[config.mk]
export PLATFORM = sky130hd
export DESIGN_NAME = mc_sequencer
export DESIGN_NICKNAME = d
export VERILOG_FILES = /design/src/rtl/mc_pkg.sv /design/src/rtl/mc_decode.sv /design/src/rtl/mc_sequencer.sv
export SDC_FILE = /design/constraint.sdc
export NUM_CORES = 1
export LEC_CHECK = 0
export ABC_AREA = 1
export BUFFER_PORTS_ARGS = -buffer_cell sky130_fd_sc_hd__buf_2
export CELL_PAD_IN_SITES_DETAIL_PLACEMENT = 1
export CELL_PAD_IN_SITES_GLOBAL_PLACEMENT = 2
export CORE_UTILIZATION = 30
export CTS_BUF_LIST = sky130_fd_sc_hd__clkbuf_4 sky130_fd_sc_hd__clkbuf_8 sky130_fd_sc_hd__clkbuf_16
export CTS_CLUSTER_SIZE = 12
export DETAILED_ROUTE_END_ITERATION = 7
export PLACE_DENSITY_LB_ADDON = 0.1
export SKIP_CTS_REPAIR_TIMING = 1
export SLEW_MARGIN = 20
export SYNTH_ARGS = -nofsm -noshare
export SYNTH_HDL_FRONTEND = slang
export SYNTH_SLANG_ARGS = --single-unit
[constraint.sdc]
create_clock -name SYS_clk -period 3.7 [get_ports SYS_clk]
set_input_delay 0.37 -clock SYS_clk [delete_from_list [all_inputs] [get_ports SYS_clk]]
set_output_delay 0.37 -clock SYS_clk [all_outputs]
set_load 0.05 [all_outputs]
[src/rtl/mc_pkg.sv]
// Shared encodings for the multi-cycle sequencer: opcodes, FSM states,
// exception causes, ALU operation codes and the opcode class record.
package mc_pkg;

  localparam logic [5:0] OP_RTYPE = 6'b000000;
  localparam logic [5:0] OP_ADDI  = 6'b001000;
  localparam logic [5:0] OP_LW    = 6'b100011;
  localparam logic [5:0] OP_SW    = 6'b101011;
  localparam logic [5:0] OP_BEQ   = 6'b000100;
  localparam logic [5:0] OP_J     = 6'b000010;

  typedef enum logic [2:0] {
    ST_FETCH  = 3'd0,
    ST_DECODE = 3'd1,
    ST_EXEC   = 3'd2,
    ST_MEM    = 3'd3,
    ST_WB     = 3'd4,
    ST_EXC    = 3'd5
  } state_e;

  localparam logic [1:0] CAUSE_NONE = 2'd0;
  localparam logic [1:0] CAUSE_OVF  = 2'd1;
  localparam logic [1:0] CAUSE_ILL  = 2'd2;

  localparam logic [1:0] ALU_ADD   = 2'b00;
  localparam logic [1:0] ALU_SUB   = 2'b01;
  localparam logic [1:0] ALU_FUNCT = 2'b10;

  typedef struct packed {
    logic rtype;
    logic addi;
    logic lw;
    logic sw;
    logic beq;
    logic j;
    logic illegal;
  } op_class_t;

  // Word offset of a branch: sign-extended immediate scaled to bytes.
  function automatic logic [31:0] branch_offset(input logic [15:0] imm);
    return {{14{imm[15]}}, imm, 2'b00};
  endfunction

endpackage

[src/rtl/mc_decode.sv]
// Combinational opcode-to-class decode shared by the FSM and enable logic.
// Exactly one class bit is set for any opcode.
module mc_decode
  import mc_pkg::*;
(
  input  logic [5:0] opcode_i,
  output op_class_t  class_o
);

  // One-hot class selection; anything unlisted is illegal.
  always_comb begin
    class_o = '0;
    case (opcode_i)
      OP_RTYPE: class_o.rtype   = 1'b1;
      OP_ADDI:  class_o.addi    = 1'b1;
      OP_LW:    class_o.lw      = 1'b1;
      OP_SW:    class_o.sw      = 1'b1;
      OP_BEQ:   class_o.beq     = 1'b1;
      OP_J:     class_o.j       = 1'b1;
      default:  class_o.illegal = 1'b1;
    endcase
  end

endmodule

[src/rtl/mc_sequencer.sv]
// Multi-cycle FETCH/DECODE/EXEC/MEM/WB sequencer owning PC, IR, EPC and CAUSE,
// with branch/jump, PC load override and precise overflow/illegal exceptions.
module mc_sequencer
  import mc_pkg::*;
#(
  parameter int unsigned     PC_W       = 8,
  parameter logic [PC_W-1:0] RESET_PC   = '0,
  parameter logic [PC_W-1:0] EXC_VECTOR = {{(PC_W-2){1'b1}}, 2'b00}
) (
  input  logic            SYS_clk,
  input  logic            SYS_reset,
  input  logic            SYS_load,
  input  logic [PC_W-1:0] SYS_pc_val,
  input  logic [31:0]     imem_instr,
  input  logic            alu_zero,
  input  logic            alu_ovf,
  output logic [PC_W-1:0] pc,
  output logic [31:0]     ir,
  output logic [PC_W-1:0] epc,
  output logic [1:0]      cause,
  output logic [2:0]      state,
  output logic            ir_write,
  output logic            reg_write,
  output logic            reg_dst,
  output logic            alu_src,
  output logic            mem_read,
  output logic            mem_write,
  output logic            mem2reg,
  output logic [1:0]      alu_op
);

  state_e          state_q, state_d;
  logic [PC_W-1:0] pc_q, pc_d;
  logic [31:0]     ir_q, ir_d;
  logic [PC_W-1:0] epc_q, epc_d;
  logic [1:0]      cause_q, cause_d;

  op_class_t       op_s;
  logic [PC_W-1:0] pc_plus4_s;
  logic [PC_W-1:0] br_target_s;
  logic [PC_W-1:0] j_target_s;

  mc_decode u_decode (
    .opcode_i (ir_q[31:26]),
    .class_o  (op_s)
  );

  // PC is constant through FETCH..EXEC, so all targets derive from pc_q.
  assign pc_plus4_s  = pc_q + PC_W'(32'd4);
  assign br_target_s = PC_W'(32'(pc_plus4_s) + branch_offset(ir_q[15:0]));
  assign j_target_s  = PC_W'((32'(pc_plus4_s) & 32'hF000_0000) |
                             {4'b0000, ir_q[25:0], 2'b00});

  // Architectural state register with asynchronous reset.
  always_ff @(posedge SYS_clk or posedge SYS_reset) begin
    if (SYS_reset) begin
      state_q <= ST_FETCH;
      pc_q    <= RESET_PC;
      ir_q    <= 32'h0000_0000;
      epc_q   <= '0;
      cause_q <= CAUSE_NONE;
    end else begin
      state_q <= state_d;
      pc_q    <= pc_d;
      ir_q    <= ir_d;
      epc_q   <= epc_d;
      cause_q <= cause_d;
    end
  end

  // Next-state and Moore enable decode; a PC load abandons the instruction.
  always_comb begin
    state_d   = state_q;
    pc_d      = pc_q;
    ir_d      = ir_q;
    epc_d     = epc_q;
    cause_d   = cause_q;
    ir_write  = 1'b0;
    reg_write = 1'b0;
    reg_dst   = 1'b0;
    alu_src   = 1'b0;
    mem_read  = 1'b0;
    mem_write = 1'b0;
    mem2reg   = 1'b0;
    alu_op    = ALU_ADD;
    if (SYS_load) begin
      pc_d    = SYS_pc_val;
      state_d = ST_FETCH;
    end else begin
      case (state_q)
        ST_FETCH: begin
          // Reset holds state at FETCH; keep the IR enable quiet meanwhile.
          ir_write = ~SYS_reset;
          ir_d     = imem_instr;
          state_d  = ST_DECODE;
        end
        ST_DECODE: begin
          state_d = op_s.illegal ? ST_EXC : ST_EXEC;
        end
        ST_EXEC: begin
          if (op_s.rtype || op_s.addi) begin
            alu_op  = op_s.rtype ? ALU_FUNCT : ALU_ADD;
            reg_dst = op_s.rtype;
            alu_src = op_s.addi;
            state_d = alu_ovf ? ST_EXC : ST_WB;
          end else if (op_s.lw || op_s.sw) begin
            alu_src = 1'b1;
            alu_op  = ALU_ADD;
            state_d = ST_MEM;
          end else if (op_s.beq) begin
            alu_op  = ALU_SUB;
            pc_d    = alu_zero ? br_target_s : pc_plus4_s;
            state_d = ST_FETCH;
          end else if (op_s.j) begin
            pc_d    = j_target_s;
            state_d = ST_FETCH;
          end else begin
            state_d = ST_EXC;
          end
        end
        ST_MEM: begin
          if (op_s.lw) begin
            mem_read = 1'b1;
            state_d  = ST_WB;
          end else if (op_s.sw) begin
            mem_write = 1'b1;
            pc_d      = pc_plus4_s;
            state_d   = ST_FETCH;
          end else begin
            state_d = ST_FETCH;
          end
        end
        ST_WB: begin
          reg_write = 1'b1;
          mem2reg   = op_s.lw;
          reg_dst   = op_s.rtype;
          pc_d      = pc_plus4_s;
          state_d   = ST_FETCH;
        end
        ST_EXC: begin
          epc_d   = pc_q;
          cause_d = op_s.illegal ? CAUSE_ILL : CAUSE_OVF;
          pc_d    = EXC_VECTOR;
          state_d = ST_FETCH;
        end
        default: begin
          state_d = ST_FETCH;
        end
      endcase
    end
  end

  assign pc    = pc_q;
  assign ir    = ir_q;
  assign epc   = epc_q;
  assign cause = cause_q;
  assign state = state_q;

endmodule

==> results.sh <==
export IMPL_clockRootBuffer="clkbuf_8"
export IMPL_fin_ws_ns=1.38
export IMPL_grt_remaining_overflow=0
export IMPL_worstPathCellList="ha_1 > nand3_1 > xor2_1 > inv_1 > ha_1 > nand2_1 > nor2_1 > nand2_1 > nand4_1 > nand3_1 > nand2_1 > nand3_1 > nand2_1 > nand2_1 > nand2_1 > nand2_1"
export IMPL_dieWidth_um=99.7
export IMPL_clock_latency_ns=0.31
export IMPL_hold_class="input port to asynchronous set/reset pin"
export IMPL_die_h_um=99.7
export IMPL_drtPass1Iterations=4
export IMPL_ff2ff_path_depth=16
export IMPL_synth_most_common_cell="nand2_1"
export IMPL_nets=488
export IMPL_leakage_nw=1.89
export IMPL_grt_max_degree=35
export IMPL_avgSynthCellArea_um2=8.76
export IMPL_placement_rows=35
export IMPL_power_density_nw_per_um2=930
export IMPL_cts_buffers_inserted=5
export IMPL_hold_violations=0
export IMPL_drtIter0Drc=31
export IMPL_seq_area_um2=1330
export IMPL_grt_pass1_vias=2646
export IMPL_clk_path_buf_depth=2
export IMPL_drc=0
export IMPL_core_area_um2=9240
export IMPL_cp_start_kind="flip-flop"
export IMPL_finClkSkew_ns=0.00935
export IMPL_routed_wl_um=7520
export IMPL_synth_nets=380
export IMPL_yosysSeqAreaShare_pct=46.3
export IMPL_multi_input_comb_area_um2=1340
export IMPL_slowest_stage="dfrtp_1"
export IMPL_layout_cells_non_filler=565
export IMPL_avgViaCountPerCell=4.50
export IMPL_wire_per_inst_um=13.3
export IMPL_path_max_fanout=7
export IMPL_fin_tns_setup_ns=0
export IMPL_io_pins=107
export IMPL_ir_drop_uv=467
export IMPL_initial_core_util_pct=31.0
export IMPL_crit_family="simple AND/OR/NAND/NOR gates"
export IMPL_hold_ws_ns=0.0379
export IMPL_cp_common_cell="nand2_1"
export IMPL_slew_violations=0
export IMPL_worstMarginPinSlew_ns=0.465
export IMPL_status="completed"
export IMPL_critPathKind="flip-flop to flip-flop"
export IMPL_synth_area_leaders="dfrtp_1 46%, mux2_2 10%, nand2_1 10%, inv_1 5.0%, nor2_1 4.2%"
export IMPL_synth_top_area_share_pct=46.3
export IMPL_ys_top_cells_by_count="76 x nand2_1, 53 x dfrtp_1, 38 x inv_1, 32 x nor2_1, 26 x mux2_2"
export IMPL_ys_types=36
export IMPL_r2r_start="pc[2]"
export IMPL_h_tree_depth=2
export IMPL_fin_area_um2=3630
export IMPL_synth_top_cell_by_area="dfrtp_1"
export IMPL_cpPeakStageDelay_ns=0.46
export IMPL_route_vias_total=2540
export IMPL_r2r_slack_ns=1.38
export IMPL_post_place_ws_ns=1.39
export IMPL_worstSetupEndpoint="pc[7]"
export IMPL_yosys_warnings=0
export IMPL_n_antenna_cell=0
export IMPL_syn_inst=327
export IMPL_placed_cells=557
export IMPL_synthFlopType="dfrtp_1"
export IMPL_ys_seq_elements=53
export IMPL_ant_nets=0
export IMPL_fillCellCount=1147
export IMPL_dpl_cell_area_um2=3530
export IMPL_crit_start="pc[2]"
export IMPL_dp_hpwl_um=6040
export IMPL_cp_arrival_ns=2.53
export IMPL_grt_pass1_wl_um=12600
export IMPL_path_buf_inv=1
export IMPL_die_area_um2=9940
export IMPL_drive_above_1_share_pct=38.1
export IMPL_r2r_end="pc[7]"
export IMPL_max_freq_mhz=431
export IMPL_period_needed_ns=2.32
export IMPL_drv_cap=0
export IMPL_clk_pin_slew_ns=0.11
export IMPL_cts_tree="done"
export IMPL_endpoint_kind="flip-flop"
export IMPL_rsz0062_at_grt="false"
export IMPL_ys_async_sr_fraction_pct=100
export IMPL_synth_edf_count=0
export IMPL_fin_util_pct=39.3
export IMPL_max_slew_margin_pct=69.0
export IMPL_area_growth_pct=26.8
export IMPL_clock_sinks=53
export IMPL_worstPathRequired_ns=3.91
export IMPL_period_share_pct=62.8
export IMPL_final_setup_viol_count=0
export IMPL_portBuffers=106
export IMPL_path_depth=16
export IMPL_gp_congestion=0.803
export IMPL_syn_area_um2=2860
export IMPL_grt_usage_pct=16.0
export IMPL_finalPower_mw=3.38
export IMPL_antenna_found_initial=0
[final cells by class]
cell class	instances	area share [%]
Multi-Input combinational cell	226	37.0
Clock buffer	5	1.90
Sequential cell	53	36.5
Tap cell	129	4.45
Timing Repair Buffer	108	15.0
Inverter	41	4.34
Clock inverter	3	0.793
[registers in the layout (all words and copies together) (netlist names)]
name	cells
pc	8
ir	32
cause	2
state	3
epc	8
[where the power goes]
group / switching [mW] / total (mW) / internal, mW / leakage [nW]
registers: 0.187 / 0.995 / 0.808 / 0.629
logic: 1.47 / 2.03 / 0.557 / 1.21
clock network: 0.216 / 0.358 / 0.142 / 0.0506
total: 1.87 / 3.38 / 1.51 / 1.89
[layer usage]
layer  track usage, %  vias up  wire length (um)
li1                 -     1268                 -
met1             19.9     1192              3450
met2             27.1       76              3460
met3             5.20        4               561
met4             3.39        0                45
met5                0        -                 0
[cells by family after synthesis]
group                    count (synthesis)  share of synthesized area [%]
flip-flops                              53                           46.3
XOR/XNOR                                 4                           1.22
AND/OR/NAND/NOR                        141                           21.3
AO/OA/AOI/OAI                           47                           10.2
buffers and inverters                   48                           6.99
multiplexers                            26                           10.2
adder cells (fa/ha/maj)                  8                           3.76
[layout by cell type (no fill, tap or decap), drive strengths merged, types with 3 or more instances in the layout]
cell type / Yosys / final
a21oi: 16 / 16
buf: 6 / 108
clkbuf: 1 / 5
dfrtp: 53 / 53
ha: 7 / 7
inv: 40 / 42
mux2: 26 / 26
nand2: 80 / 80
nand3: 18 / 18
nand4: 4 / 4
nor2: 37 / 37
o211ai: 5 / 5
o21ai: 21 / 21
xor2: 3 / 3
[worst min path at each step]
stage / start / end / slack (ns) / depth (start not counted)
6_report: SYS_reset / ir[9] / 0.04 / 2
5_1_grt: SYS_reset / ir[9] / 0.07 / 2
4_1_cts: SYS_reset / ir[19] / 0.05 / 2
3_5_place_dp: SYS_reset / ir[16] / 0.40 / 2
3_3_place_gp: SYS_reset / ir[16] / 0.40 / 2
2_1_floorplan: SYS_pc_val[0] / pc[0] / 0.49 / 2
(Power assumes the default switching activity.)
